**config.mk**
```make
export PLATFORM = sky130hd
export DESIGN_NAME = sd_cmd_response_rx
export DESIGN_NICKNAME = d
export VERILOG_FILES = /design/src/rtl/sd_cmd_response_rx.sv
export SDC_FILE = /design/constraint.sdc
export NUM_CORES = 1
export LEC_CHECK = 0
export CAP_MARGIN = 40
export CORE_MARGIN = 2
export CORE_UTILIZATION = 40
export CTS_CLUSTER_SIZE = 12
export DETAILED_ROUTE_END_ITERATION = 8
export PLACE_DENSITY = 0.66
export SLEW_MARGIN = 30
export SYNTH_ARGS = -nofsm -noshare
export SYNTH_HDL_FRONTEND = slang
export SYNTH_SLANG_ARGS = --single-unit
```
**constraint.sdc**
```tcl
create_clock -name clock -period 7.35 [get_ports clock]
set_input_delay 1.1025 -clock clock [delete_from_list [all_inputs] [get_ports clock]]
set_output_delay 1.1025 -clock clock [all_outputs]
set_load 0.05 [all_outputs]
```
**src/rtl/sd_cmd_response_rx.sv**
```systemverilog
// SD CMD-line response receiver: waits for the card's start bit, shifts in a
// 48- or 136-bit frame, and reports CRC7, framing and timeout status.
module sd_cmd_response_rx #(
  parameter int unsigned TIMEOUT_CYCLES = 64
) (
  input  logic         clock,
  input  logic         reset,
  input  logic         start,
  input  logic         long_resp,
  input  logic         serial_in,
  output logic         pad_enable,
  output logic         pad_output_input,
  output logic [135:0] response,
  output logic         busy,
  output logic         done,
  output logic         crc_ok,
  output logic         frame_err,
  output logic         timeout
);

  localparam int unsigned TW = ($clog2(TIMEOUT_CYCLES + 1) > 8) ? $clog2(TIMEOUT_CYCLES + 1) : 8;
  localparam logic [TW-1:0] TO_LAST = TW'(TIMEOUT_CYCLES - 1);

  typedef enum logic [2:0] {
    IDLE,
    WARMUP,
    WAIT_START,
    RECEIVE,
    DONE
  } state_e;

  state_e         state_q;
  logic           long_q;
  logic [7:0]     bit_cnt_q;
  logic [TW-1:0]  to_cnt_q;
  logic [6:0]     crc_q;
  logic [135:0]   resp_q;
  logic           crc_ok_q;
  logic           frame_err_q;
  logic           timeout_q;
  logic           busy_q;
  logic           pad_en_q;
  logic           done_q;

  logic [135:0]   resp_d;
  logic [6:0]     crc_d;
  logic [7:0]     last_bit;
  logic           crc_en;
  logic           crc_ok_d;
  logic           frame_err_d;

  function automatic logic [6:0] crc7_step(input logic [6:0] c, input logic b);
    logic fb;
    fb = c[6] ^ b;
    return {c[5:3], c[2] ^ fb, c[1:0], fb};
  endfunction

  // bit_cnt_q is the index (from the first bit) of the bit arriving this cycle.
  always_comb begin
    resp_d      = {resp_q[134:0], serial_in};
    last_bit    = long_q ? 8'd135 : 8'd47;
    crc_en      = long_q ? ((bit_cnt_q >= 8'd8) && (bit_cnt_q <= 8'd127))
                         : (bit_cnt_q <= 8'd39);
    crc_d       = crc_en ? crc7_step(crc_q, serial_in) : crc_q;
    crc_ok_d    = (crc_q == resp_d[7:1]);
    frame_err_d = long_q ? (resp_d[134] | ~resp_d[0]) : (resp_d[46] | ~resp_d[0]);
  end

  // NOTE: the response register is reset along with the control state because
  // it is a visible output that must read zero after reset.
  always_ff @(posedge clock or posedge reset) begin
    if (reset) begin
      state_q     <= IDLE;
      long_q      <= 1'b0;
      bit_cnt_q   <= '0;
      to_cnt_q    <= '0;
      crc_q       <= '0;
      resp_q      <= '0;
      crc_ok_q    <= 1'b0;
      frame_err_q <= 1'b0;
      timeout_q   <= 1'b0;
      busy_q      <= 1'b0;
      pad_en_q    <= 1'b0;
      done_q      <= 1'b0;
    end else begin
      case (state_q)
        IDLE: begin
          done_q <= 1'b0;
          if (start) begin
            long_q      <= long_resp;
            bit_cnt_q   <= '0;
            to_cnt_q    <= '0;
            crc_q       <= '0;
            resp_q      <= '0;
            crc_ok_q    <= 1'b0;
            frame_err_q <= 1'b0;
            timeout_q   <= 1'b0;
            busy_q      <= 1'b1;
            pad_en_q    <= 1'b1;
            state_q     <= WARMUP;
          end
        end
        WARMUP: state_q <= WAIT_START;
        WAIT_START: begin
          // The start bit is zero, so shifting it into a zero CRC leaves it zero.
          if (!serial_in) begin
            resp_q    <= resp_d;
            bit_cnt_q <= 8'd1;
            state_q   <= RECEIVE;
          end else begin
            to_cnt_q <= to_cnt_q + 1'b1;
            if (to_cnt_q == TO_LAST) begin
              timeout_q <= 1'b1;
              pad_en_q  <= 1'b0;
              done_q    <= 1'b1;
              state_q   <= DONE;
            end
          end
        end
        RECEIVE: begin
          resp_q    <= resp_d;
          crc_q     <= crc_d;
          bit_cnt_q <= bit_cnt_q + 8'd1;
          if (bit_cnt_q == last_bit) begin
            crc_ok_q    <= crc_ok_d;
            frame_err_q <= frame_err_d;
            pad_en_q    <= 1'b0;
            done_q      <= 1'b1;
            state_q     <= DONE;
          end
        end
        DONE: begin
          done_q  <= 1'b0;
          busy_q  <= 1'b0;
          state_q <= IDLE;
        end
        default: state_q <= IDLE;
      endcase
    end
  end

  assign pad_enable       = pad_en_q;
  assign pad_output_input = 1'b0;
  assign response         = resp_q;
  assign busy             = busy_q;
  assign done             = done_q;
  assign crc_ok           = crc_ok_q;
  assign frame_err        = frame_err_q;
  assign timeout          = timeout_q;

endmodule

```
==> impl_metrics.ini <==
[setup_path]
cp_slowest_stage_delay_ns = 0.78
r2r_cells = 6
crit_start = serial_in
arrival_ns = 4.04
cp_top_family = buffers and inverters
endpoint_kind = register
cpMaxStageDelayCell = a22oi_2
critPathRequiredTime_ns = 7.62
setup.worst_path.class = in2reg
r2r_start = state_q[0]
start_kind = input port
cp.depth = 7
ff2ff_setup_slack_ns = 4.23
path_buf_inv = 3
cp_max_fo = 68
path_cells = clkdlybuf4s50_1 -> nand2b_1 -> a22oi_2 -> or2_4 -> buf_4 -> buf_16 -> o21ai_0

[synthesis]
postSynthCellCount = 796
netlist_area_um2 = 7420
syn_nets = 804
synth_common_cells = o21ai_0, dfrtp_1, nand2_1
ys_seq_elements = 169
yosys_warnings = 0
netlist.area_leader.share_pct = 57.0
async_reset_ff_share_pct = 100
synth_most_common_cell = o21ai_0
synth_edf_count = 0
synth_cell_type_count = 48
synth.top_cells.by_area = dfrtp_1, o21ai_0, nand2_1
synth-main-ff-cell = dfrtp_1
synth-seq-area-share_pct = 57.0
syn_area_per_cell_um2 = 9.32
synth_area_leader_cell = dfrtp_1

[timing]
tightest_slew_ns = 0.923
hold_ws_ns = 0.511
finalSetupViolCount = 0
max_freq_mhz = 266
skew_ns = 0.00751
grt_setup_unrepaired = no
finalCriticalPeriod_ns = 3.77
hold_violations = 0
slew_headroom_pct = 38.4
period_share_pct = 51.2
tns_ns = 0
slew_violations = 0

[route]
drt_iter0_drc = 458
ant_nets = 0
drt_first_pass_iters = 9
routed_wl_um = 18400
drc = 9
viasPerCell = 5.37
via_count = 6132
wire_per_inst_um = 16.1

[grt]
grtUsageTotal_pct = 19.0
grt_max_degree = 126
grt_pass1_vias = 5792
antenna_found_initial = 0
grt-ovfl-total = 0
grt_pass1_wl_um = 30700

[power]
vdd_drop_max_mv = 0.168
p_per_area_nw_per_um2 = 299
leakage_nw = 3.92

[floorplanning]
die-area_um2 = 19600
die_h_um = 140
die_w_um = 140
ios = 148
coreArea_um2 = 18100
initial_core_util_pct = 41.0
fp-row-count = 49

[hold_path]
hold_path_class = reg2reg
hold_start = timeout
min_path_cells = 2

[cts]
numCtsBuffers = 17
cts_resized = 0
holdBufCountCts = 0
htree_levels = 4
cts_tree = done
clkTransAtPathRegs_ns = 0.06
clockBufferDepth = 2
postCtsSetupRepairBufs = 0
cts_sinks = 169
cts_root_buf = clkbuf_16
clk_latency_ns = 0.42

[placement]
place_congestion = 0.743
dp.final_hpwl_um = 11000
port-buffer-count = 146

[status]
status = finished with violations
violations = design-rule violations

[layout]
fillers = 1643
antennaDiodeCount = 0
area_growth_pct = 29.6
drive_above_1_share_pct = 6.24
fin_nets = 908

[job]
cap_viol_max_count = 0
[worst register-to-register path, delay by kind of cell (launching register included)]
family	cells	cell delay, ns
flip-flops	1	0.64
AO/OA/AOI/OAI	2	0.95
AND/OR/NAND/NOR	2	0.67
buffers and inverters	2	0.72
[final timing paths]
path,end
worst min-delay path,timeout
worst max register to register,response[126]
worst min register to register,timeout
worst max-delay path,response[126]
max in group asynchronous,bit_cnt_q[3]
min in group asynchronous,response[20]
[logic make-up after synthesis]
family,count (synthesis),share of synthesized area (%)
AO/OA/AOI/OAI,306,21.7
AND/OR/NAND/NOR,210,12.4
XOR/XNOR,15,1.77
buffers and inverters,81,5.01
other,1,0.0506
multiplexers,11,1.50
flip-flops,169,57.0
adder cells (fa/ha/maj),3,0.506
[routing by layer]
| metal | vias up | part of all wire, % | track usage, % |
|---|---|---|---|
| met1 | 3009 | 47 | 27.8 |
| met4 | 0 | 0.48 | 3.14 |
| met2 | 175 | 45 | 27.7 |
| met3 | 7 | 7.8 | 6.80 |
| met5 | - | 0 | 0 |
| li1 | 2941 | - | - |
[power by group]
group / internal [mW] / switching (mW) / leakage (nW)
Clock: 0.556 / 0.377 / 0.296
Combinational: 0.230 / 0.607 / 1.30
Sequential: 1.00 / 0.102 / 2.32
Total: 1.79 / 1.09 / 3.92
[placed cells by master (no fill, tap or decap), drive strengths merged, types with 9 or more instances in the layout]
cell type | netlist | layout
o21ai | 280 | 280
dfrtp | 169 | 169
nand2 | 155 | 155
clkdlybuf4s50 | 0 | 146
clkbuf | 53 | 19
nor2 | 15 | 15
inv | 10 | 13
xnor2 | 12 | 12
mux2i | 10 | 10
buf | 18 | 10
a21oi | 9 | 9
[stage by stage]
stage,std cells,area (um^2),total power [mW],utilization (%),setup slack [ns]
final,1142,9610,2.87,53.1,3.58
after global routing,1142,9610,3.04,53.1,3.42
after CTS,1141,9600,2.90,53.1,3.62
after detailed placement,1109,8980,1.96,49.7,3.19
after global placement,1106,8890,1.92,49.2,3.08
after floorplan,796,7420,1.73,-,1.67
[flip-flops by register name, indices dropped and copies added, names as in the netlist]
name,cells
bit_cnt_q,8
busy,1
crc_ok,1
crc_q,7
done,1
frame_err,1
long_q,1
pad_enable,1
response,136
state_q,3
timeout,1
to_cnt_q,8
[cell type report]
| class | count | area [um^2] | area share [%] |
|---|---|---|---|
| inverters | 10 | 42.5 | 0.443 |
| well taps | 229 | 287 | 2.98 |
| clock inverters | 13 | 166 | 1.73 |
| flip-flops and latches | 169 | 4230 | 44.0 |
| repair buffers | 156 | 1600 | 16.7 |
| clock buffers | 19 | 453 | 4.71 |
| multi-input cells | 546 | 2830 | 29.4 |
No activity file was read; power rests on OpenSTA's default activity.
